[src/rtl/aes_spi_pkg.sv]
// Shared state encoding and width helpers for the AES core SPI master.
package aes_spi_pkg;

    localparam int WORD_W = 32;

    typedef enum logic [2:0] {
        IDLE,
        LEAD,
        SEND_DATA,
        SEND_KEY,
        WAIT,
        RD_LEAD,
        RECV,
        DONE
    } state_t;

    function automatic int blk_w(input int nb);
        return WORD_W * nb;
    endfunction

    function automatic int key_w(input int nk);
        return WORD_W * nk;
    endfunction

    // One spare bit above log2 of the longest shift phase.
    function automatic int cnt_w(input int nb, input int nk);
        int longest;
        longest = (nb > nk) ? WORD_W * nb : WORD_W * nk;
        return $clog2(longest) + 1;
    endfunction

endpackage

[src/rtl/aes_spi_shifter.sv]
// Generic LSB-first shift register: parallel load, then shift right with the
// serial input entering at the MSB; bit 0 is the serial output.
module aes_spi_shifter #(
    parameter int W = 128
) (
    input  logic         i_clk,
    input  logic         i_rst,
    input  logic         i_load,
    input  logic [W-1:0] i_load_val,
    input  logic         i_shift,
    input  logic         i_sin,
    output logic [W-1:0] o_q
);

    logic [W-1:0] r_q;

    // Load has priority over shift.
    always_ff @(posedge i_clk or posedge i_rst) begin
        if (i_rst) begin
            r_q <= {W{1'b0}};
        end else if (i_load) begin
            r_q <= i_load_val;
        end else if (i_shift) begin
            r_q <= {i_sin, r_q[W-1:1]};
        end else begin
            r_q <= r_q;
        end
    end

    assign o_q = r_q;

endmodule

[src/rtl/aes_spi_master.sv]
// Serial bridge to the AES Encrypt/Decrypt core: ships data then key LSB-first,
// waits for finished, reads the result back. AES_SPI_TIMEOUT_EN adds a WAIT watchdog.
module aes_spi_master
    import aes_spi_pkg::*;
#(
    parameter int Nb             = 4,
    parameter int Nk             = 4,
    parameter int TIMEOUT_CYCLES = 255
) (
    input  logic                  clk,
    input  logic                  rst,
    input  logic                  start,
    input  logic [blk_w(Nb)-1:0]  data_in,
    input  logic [key_w(Nk)-1:0]  key_in,
    output logic                  busy,
    output logic                  done,
    output logic [blk_w(Nb)-1:0]  data_out,
    output logic                  err,
    output logic                  core_cs,
    output logic                  core_miso,
    input  logic                  core_mosi,
    input  logic                  core_finished
);

    localparam int BLK   = blk_w(Nb);
    localparam int KEY   = key_w(Nk);
    localparam int CNT_W = cnt_w(Nb, Nk);
    localparam logic [CNT_W-1:0] BLK_LAST = CNT_W'(BLK - 1);
    localparam logic [CNT_W-1:0] KEY_LAST = CNT_W'(KEY - 1);

    state_t             r_state;
    state_t             w_next;
    logic [CNT_W-1:0]   r_cnt;
    logic               w_accept;
    logic               w_tx_shift;
    logic               w_rx_shift;
    logic               w_timeout;
    logic               w_timed_out;
    logic [BLK+KEY-1:0] w_tx_q;
    logic [BLK-1:0]     w_rx_q;
    logic               w_unused_tx;
    logic               r_busy;
    logic               r_done;
    logic               r_cs;
    logic               r_miso;
    logic [BLK-1:0]     r_data_out;

    assign w_accept    = (r_state == IDLE) && start;
    assign w_tx_shift  = (r_state == SEND_DATA) || (r_state == SEND_KEY);
    assign w_rx_shift  = (r_state == RECV);
    assign w_unused_tx = ^w_tx_q[BLK+KEY-1:1];

`ifdef AES_SPI_TIMEOUT_EN
    localparam int WD_W = $clog2(TIMEOUT_CYCLES + 1);
    localparam logic [WD_W-1:0] WD_LAST = WD_W'(TIMEOUT_CYCLES - 1);

    logic [WD_W-1:0] r_wdog;
    logic            r_timed_out;
    logic            r_err;

    assign w_timeout   = (r_state == WAIT) && !core_finished && (r_wdog == WD_LAST);
    assign w_timed_out = r_timed_out;
    assign err         = r_err;

    // Watchdog runs only while parked in WAIT.
    always_ff @(posedge clk or posedge rst) begin
        if (rst) begin
            r_wdog <= {WD_W{1'b0}};
        end else if (r_state == WAIT) begin
            r_wdog <= r_wdog + WD_W'(1);
        end else begin
            r_wdog <= {WD_W{1'b0}};
        end
    end

    // Timeout is remembered until DONE publishes it; err then holds until the next start.
    always_ff @(posedge clk or posedge rst) begin
        if (rst) begin
            r_timed_out <= 1'b0;
            r_err       <= 1'b0;
        end else if (w_accept) begin
            r_timed_out <= 1'b0;
            r_err       <= 1'b0;
        end else begin
            r_timed_out <= r_timed_out | w_timeout;
            r_err       <= (r_state == DONE) ? r_timed_out : r_err;
        end
    end
`else
    localparam int unused_timeout = TIMEOUT_CYCLES;

    assign w_timeout   = 1'b0;
    assign w_timed_out = 1'b0;
    assign err         = 1'b0;
`endif

    // State register.
    always_ff @(posedge clk or posedge rst) begin
        if (rst) begin
            r_state <= IDLE;
        end else begin
            r_state <= w_next;
        end
    end

    // Next-state logic; WAIT ignores the finished value sampled on its entry edge by construction.
    always_comb begin
        w_next = r_state;
        case (r_state)
            IDLE:      if (start) w_next = LEAD; else w_next = IDLE;
            LEAD:      w_next = SEND_DATA;
            SEND_DATA: if (r_cnt == BLK_LAST) w_next = SEND_KEY; else w_next = SEND_DATA;
            SEND_KEY:  if (r_cnt == KEY_LAST) w_next = WAIT; else w_next = SEND_KEY;
            WAIT: begin
                if (core_finished)  w_next = RD_LEAD;
                else if (w_timeout) w_next = DONE;
                else                w_next = WAIT;
            end
            RD_LEAD:   w_next = RECV;
            RECV:      if (r_cnt == BLK_LAST) w_next = DONE; else w_next = RECV;
            DONE:      w_next = IDLE;
            default:   w_next = IDLE;
        endcase
    end

    // Bit counter restarts on every state change.
    always_ff @(posedge clk or posedge rst) begin
        if (rst) begin
            r_cnt <= {CNT_W{1'b0}};
        end else if (w_next != r_state) begin
            r_cnt <= {CNT_W{1'b0}};
        end else begin
            r_cnt <= r_cnt + CNT_W'(1);
        end
    end

    aes_spi_shifter #(.W(BLK + KEY)) u_tx (
        .i_clk      (clk),
        .i_rst      (rst),
        .i_load     (w_accept),
        .i_load_val ({key_in, data_in}),
        .i_shift    (w_tx_shift),
        .i_sin      (1'b0),
        .o_q        (w_tx_q)
    );

    aes_spi_shifter #(.W(BLK)) u_rx (
        .i_clk      (clk),
        .i_rst      (rst),
        .i_load     (w_accept),
        .i_load_val ({BLK{1'b0}}),
        .i_shift    (w_rx_shift),
        .i_sin      (core_mosi),
        .o_q        (w_rx_q)
    );

    // Interface outputs are registered from the current state, so they trail it by one edge.
    always_ff @(posedge clk or posedge rst) begin
        if (rst) begin
            r_cs       <= 1'b0;
            r_miso     <= 1'b0;
            r_done     <= 1'b0;
            r_busy     <= 1'b0;
            r_data_out <= {BLK{1'b0}};
        end else begin
            r_cs   <= (r_state == LEAD) || w_tx_shift || (r_state == RD_LEAD) || w_rx_shift;
            r_miso <= w_tx_shift ? w_tx_q[0] : 1'b0;
            r_done <= (r_state == DONE);
            if (w_accept) begin
                r_busy <= 1'b1;
            end else if (r_state == DONE) begin
                r_busy <= 1'b0;
            end else begin
                r_busy <= r_busy;
            end
            if ((r_state == DONE) && !w_timed_out) begin
                r_data_out <= w_rx_q;
            end else begin
                r_data_out <= r_data_out;
            end
        end
    end

    assign busy      = r_busy;
    assign done      = r_done;
    assign data_out  = r_data_out;
    assign core_cs   = r_cs;
    assign core_miso = r_miso;

endmodule
[config.mk]
export PLATFORM = sky130hd
export DESIGN_NAME = aes_spi_master
export DESIGN_NICKNAME = d
export VERILOG_FILES = /design/src/rtl/aes_spi_pkg.sv /design/src/rtl/aes_spi_shifter.sv /design/src/rtl/aes_spi_master.sv
export SDC_FILE = /design/constraint.sdc
export NUM_CORES = 1
export LEC_CHECK = 0
export ABC_CLOCK_PERIOD_IN_PS = 25700
export CAP_MARGIN = 40
export CELL_PAD_IN_SITES_DETAIL_PLACEMENT = 1
export CELL_PAD_IN_SITES_GLOBAL_PLACEMENT = 2
export CORE_MARGIN = 4
export CORE_UTILIZATION = 38
export DETAILED_ROUTE_END_ITERATION = 16
export GPL_ROUTABILITY_DRIVEN = 0
export GPL_TIMING_DRIVEN = 0
export PLACE_DENSITY_LB_ADDON = 0.05
export SETUP_SLACK_MARGIN = 0.4
export SLEW_MARGIN = 30
export SYNTH_ARGS = -nofsm -noshare
export SYNTH_HDL_FRONTEND = slang
export SYNTH_HIERARCHICAL = 1
export SYNTH_SLANG_ARGS = --single-unit
[constraint.sdc]
create_clock -name clk -period 25.7 [get_ports clk]
set_clock_uncertainty 0.2 [all_clocks]
set_input_delay 5.14 -clock clk [delete_from_list [all_inputs] [get_ports clk]]
set_output_delay 5.14 -clock clk [all_outputs]
set_load 0.01 [all_outputs]
======== After elaboration in Yosys (flattened, before gate mapping) ========
Index checks and enable logic that the tools add are counted.
operators by class
  reduce and logical (&&, ||, !) cells .... 9
  multiplexer cells ....................... 14
  add/subtract/negate cells ............... 1
  equal/unequal tests ..................... 9
operators by type and width
  kind                                                                   count
  256-bit 2-to-1 mux                                                     2
  128-bit 2-to-1 mux                                                     2
  3-bit one-hot mux with 8 select lines                                  1
  3-bit equality test, second input constant                             4
  8-bit by 1-bit adder with 8-bit output, second input constant          1
  8-bit by 7-bit equality test with 1-bit output, second input constant  1
  8-bit 2-to-1 mux                                                       1
  1-bit 2-to-1 mux                                                       7
  3-bit by 2-bit equality test with 1-bit output, second input constant  2
  2-bit nonzero test                                                     3
  1-bit logical OR                                                       4
  3-bit by 1-bit equality test with 1-bit output, second input constant  1
  3-bit zero test                                                        1
  3-bit 2-to-1 mux                                                       1
  3-bit inequality test                                                  1
  1-bit logical AND                                                      1
storage, ports and cells
  output and inout bits ................... 133
  input port bits ......................... 261
  flip-flop bits (word level) ............. 527

======== Logic depth before layout (Yosys ltp) ========
  depth after elaboration ................. 5
  mapped depth ............................ 7
  depth with buffers taken out ............ 4

======== By module ========
Netlist, hierarchy kept.
by module, submodules not included
  module                  seq. area each (µm²)  instances  area each (µm²)  cells an instance
  aes_spi_shifter (u_tx)  6406.1                1          11896.4          1111
  aes_spi_master          3578.4                1          5968.2           337
  aes_spi_shifter (u_rx)  3203.1                1          5952.0           555

======== Worst setup path before layout ========
OpenSTA, ideal clock, no wires.
  kind .................................... in2reg
  from .................................... input port start
  to ...................................... register u_tx.r_q[0] (netlist: u_tx/o_q[0])
  stages on the path ...................... 5
  setup time .............................. 0.132 ns
  arrival ................................. 6.003 ns
  data required time ...................... 25.368 ns
  path slack .............................. 19.365 ns
  path buffers ............................ 3
  cell sequence ........................... and3_1 -> buf_4 -> buf_4 -> clkbuf_1 -> o21ai_1
on the way
  word-level cells in the longest chain between the ends .. 2
  elaborated cells between the ends (all ways) .. 3
  classes of those cells .................. 1 x mux; 2 x reduce/logical
RTL lines
  what                                                      RTL line               text
  start, declared                                           aes_spi_master.sv:12   input logic start,
  1-bit logical AND (*)                                     aes_spi_master.sv:48   assign w_accept = (r_state == IDLE) && start;
  256-bit 2-to-1 mux or 2-bit nonzero test (tied branches)  -
  end signal, assigned                                      aes_spi_shifter.sv:20  r_q <= {W{1'b0}};
  end signal, assigned                                      aes_spi_shifter.sv:22  r_q <= i_load_val;
  end signal, assigned                                      aes_spi_shifter.sv:24  r_q <= {i_sin, r_q[W-1:1]};
  end, declared                                             aes_spi_shifter.sv:15  logic [W-1:0] r_q;
Mark *: on every way between the ends. The rest lies on a longest branch, timed or not.
A chain may end at the register's enable or synchronous reset.

======== Final worst setup path ========
  from .................................... register r_data_out[92] (netlist: data_out[92])
  to ...................................... output port data_out[92]
RTL lines
  what                    RTL line               text
  start, declared         aes_spi_master.sv:46   logic [BLK-1:0] r_data_out;
  start signal, assigned  aes_spi_master.sv:164  r_data_out <= {BLK{1'b0}};
  start signal, assigned  aes_spi_master.sv:177  r_data_out <= w_rx_q;
  start signal, assigned  aes_spi_master.sv:179  r_data_out <= r_data_out;
  end, declared           aes_spi_master.sv:17   output logic [blk_w(Nb)-1:0] data_out,
No word-level cell between the ends.

==> reports/qor.csv <==
metric,value,unit
outcome,finished clean,
clk buf depth,3,
vias in the first global route,18700,
Final ANT Viol Nets,0,
Rows,91,
Max Slew Vio Count,0,
Total Wirelength,67.0,mm
starting density of the core,38.5,%
fin crit share,27.0,%
reg2reg path depth,7,
max_slew headroom,58.7,%
drt pass-1 iters,4,
DIE WIDTH,258,um
post-layout util,50.7,%
Clock Latency Late Sink,0.60,ns
Fin Setup TNS,0,ns
"CP delay by family, top",buffers and inverters,
PortBufs,392,
#FFs+latches synth,527,
Leak,0.0132,uW
setup bufs post-CTS,0,
initial antenna violation count,8,
CP arrival,1.61,ns
Async SR Flop Fraction,100,%
Vias/cell,4.79,
final hold violations,0,
clock-pin slew on the worst setup and hold paths,0.06,ns
worst slew pin tran,0.615,ns
kind of critical path,flip-flop to output port,
die area,0.0667,mm2
H-Tree Depth,2,
Mapped Cells,2003,
met2 GRT Util,34.7,%
reg2reg setup slack,23.24,ns
hold endpoint,r_cnt[0]$_DFF_PP0_,
Fmax achieved,144,MHz
via count,16700,
Residual DRC,0,
"Req. time, crit path",20.36,ns
DP Wirelength,48.0,mm
Yosys cell types,39,
setup ws final,18.75,ns
IO Pins,394,
total CTS buffers,59,
Layout Nets,2852,
largest net degree at the start of global routing,85,
CTS tree,built,
DP Worst Slack,18.13,ns
"Cell Chain, Critical Path",clkdlybuf4s50_1,
launching point of the worst reg2reg path,r_state[0]$_DFF_PP0_,
"EDFF count, synth",0,
share of the synthesized area in the top cell type,55.4,%
die height,258,um
Critical Path Start Type,flip-flop,
GRT Residual Overflow,0,
Initial DRC Count,645,
max_cap viols,0,
Mapped Area,0.0238,mm2
worst reg2reg endpoint,u_tx/o_q[6]$_DFFE_PP0P_,
GRT Max-Usage Layer,met2,
worst hold path type,flip-flop to flip-flop,
Sink Count,527,
ys flop type,dfrtp_1,
yosys warns,6,
hold path depth,1,
"Max FO, Critical Path",2,
area grow syn2layout,31.7,%
share of layout cells above drive strength 1,11.7,%
Synth area leaders,"dfrtp_1 55%, mux2i_1 16%, o21ai_1 7.6%",
met3 Usage GRT,4.77,%
core area,0.0618,mm2
GRT Util Overall,19.8,%
routed len/inst,19.3,um
PwrDens,55.6,mW/mm2
CP bufs+invs,1,
first-pass GRT wire length,106,mm
worst vdd ir,50.5,uV
post-synthesis sequential area ratio,55.4,%
Mapped Avg Cell Area,11.9,um2
total power,1740,uW
GRT met1 Usage,24.6,%
post-cts repair resize count,0,
largest stage delay on the critical path,0.65,ns
Hold Startpoint,r_cnt[0]$_DFF_PP0_,
post-synth top area cell,dfrtp_1,
final setup vio count,0,
unrepaired setup endpoints after global routing,false,
CTS root buf,clkbuf_16,
endpoint class of the critical path,output port,
"slowest stage cell, crit path",clkdlybuf4s50_1,
hold-fix buffers at CTS,0,
Tmin final,6.95,ns
==> report_power, final <==
part | switching [uW] | internal [uW] | leakage (uW) | total, uW
Combinational | 29.3 | 39.3 | 0.00680 | 68.6
Clock | 338 | 499 | 0.000945 | 838
Sequential | 2.23 | 834 | 0.00548 | 836
Total | 370 | 1370 | 0.0132 | 1740
==> metal layers <==
metal | vias up | wire (um)
met2 | 254 | 33700
met4 | 6 | 1610
met3 | 96 | 3450
li1 | 7969 | -
met5 | - | 34
met1 | 8331 | 28200
==> cell usage after synthesis (all sizes together) (2+ instances only) <==
| cell | number |
|---|---|
| inv | 6 |
| o211ai | 2 |
| nor2 | 3 |
| nand2 | 387 |
| and2 | 2 |
| dfrtp | 527 |
| o21ai | 389 |
| clkbuf | 62 |
| a22oi | 3 |
| mux2i | 385 |
| a21oi | 5 |
| xnor2 | 2 |
| buf | 81 |
| a21boi | 2 |
| or3 | 3 |
| nand3 | 3 |
| mux2 | 129 |
==> state kept, by name, indices dropped and copies added, names as in the netlist <==
name       flops
done           1
data_out     128
core_miso      1
busy           1
r_cnt          8
core_cs        1
r_state        3
u_tx/o_q     256
u_rx/o_q     128
==> kinds of logic (layout without fill, tap and decap cells) <==
family	Yosys count	in the layout	share of synthesized area [%]
AO/OA/AOI/OAI	402	402	8.55
XOR/XNOR	3	3	0.110
adder cells (fa/ha/maj)	1	1	0.0525
buffers and inverters	149	648	5.44
flip-flops	527	527	55.4
multiplexers	514	514	23.9
other	1	136	0.0157
AND/OR/NAND/NOR	406	406	6.60
==> how the worst max path moves through the flow <==
| stage | start | cells past startpoint | to |
|---|---|---|---|
| global route | rst | 5 | u_tx/o_q[156]$_DFFE_PP0P_ |
| detailed placement | rst | 5 | u_tx/o_q[154]$_DFFE_PP0P_ |
| floorplan | rst | 1 | u_tx/o_q[0]$_DFFE_PP0P_ |
| finish | data_out[92]$_DFFE_PP0P_ | 1 | data_out[92] |
| global placement | rst | 2 | u_tx/o_q[171]$_DFFE_PP0P_ |
| CTS | data_out[85]$_DFFE_PP0P_ | 1 | data_out[85] |
==> through the flow <==
step,std cells,hold slack [ns],cell area (um2)
finish,3474,0.287,31400
global route,3470,0.317,31400
global placement,3361,0.265,29300
detailed placement,3366,0.277,29400
CTS,3468,0.286,31300
floorplan,2132,0.249,24300
==> layout make-up <==
class | count | area [um2]
clock inverter | 8 | 93.8
fill | 6563 | 30500
antenna | 6 | 15.0
tap | 837 | 1050
timing repair buffer | 397 | 4060
sequential | 527 | 13200
multi-input combinational | 1456 | 9820
clock buffer | 94 | 1820
buffer | 143 | 1270
inverter | 6 | 47.5
==> layout by cell type (no fill, tap or decap), drive strengths merged, types with 2 or more instances in the layout <==
cell type / count
a22oi: 3
clkinv: 5
xnor2: 2
and2: 2
mux2i: 385
dfrtp: 527
nor2: 3
a21oi: 5
o211ai: 2
buf: 86
clkdlybuf4s50: 392
diode: 6
conb: 130
nand3: 3
mux2: 129
or3: 3
bufinv: 2
inv: 7
nand2: 387
a21boi: 2
clkbuf: 156
o21ai: 389
No activity file was read; power rests on OpenSTA's default activity.
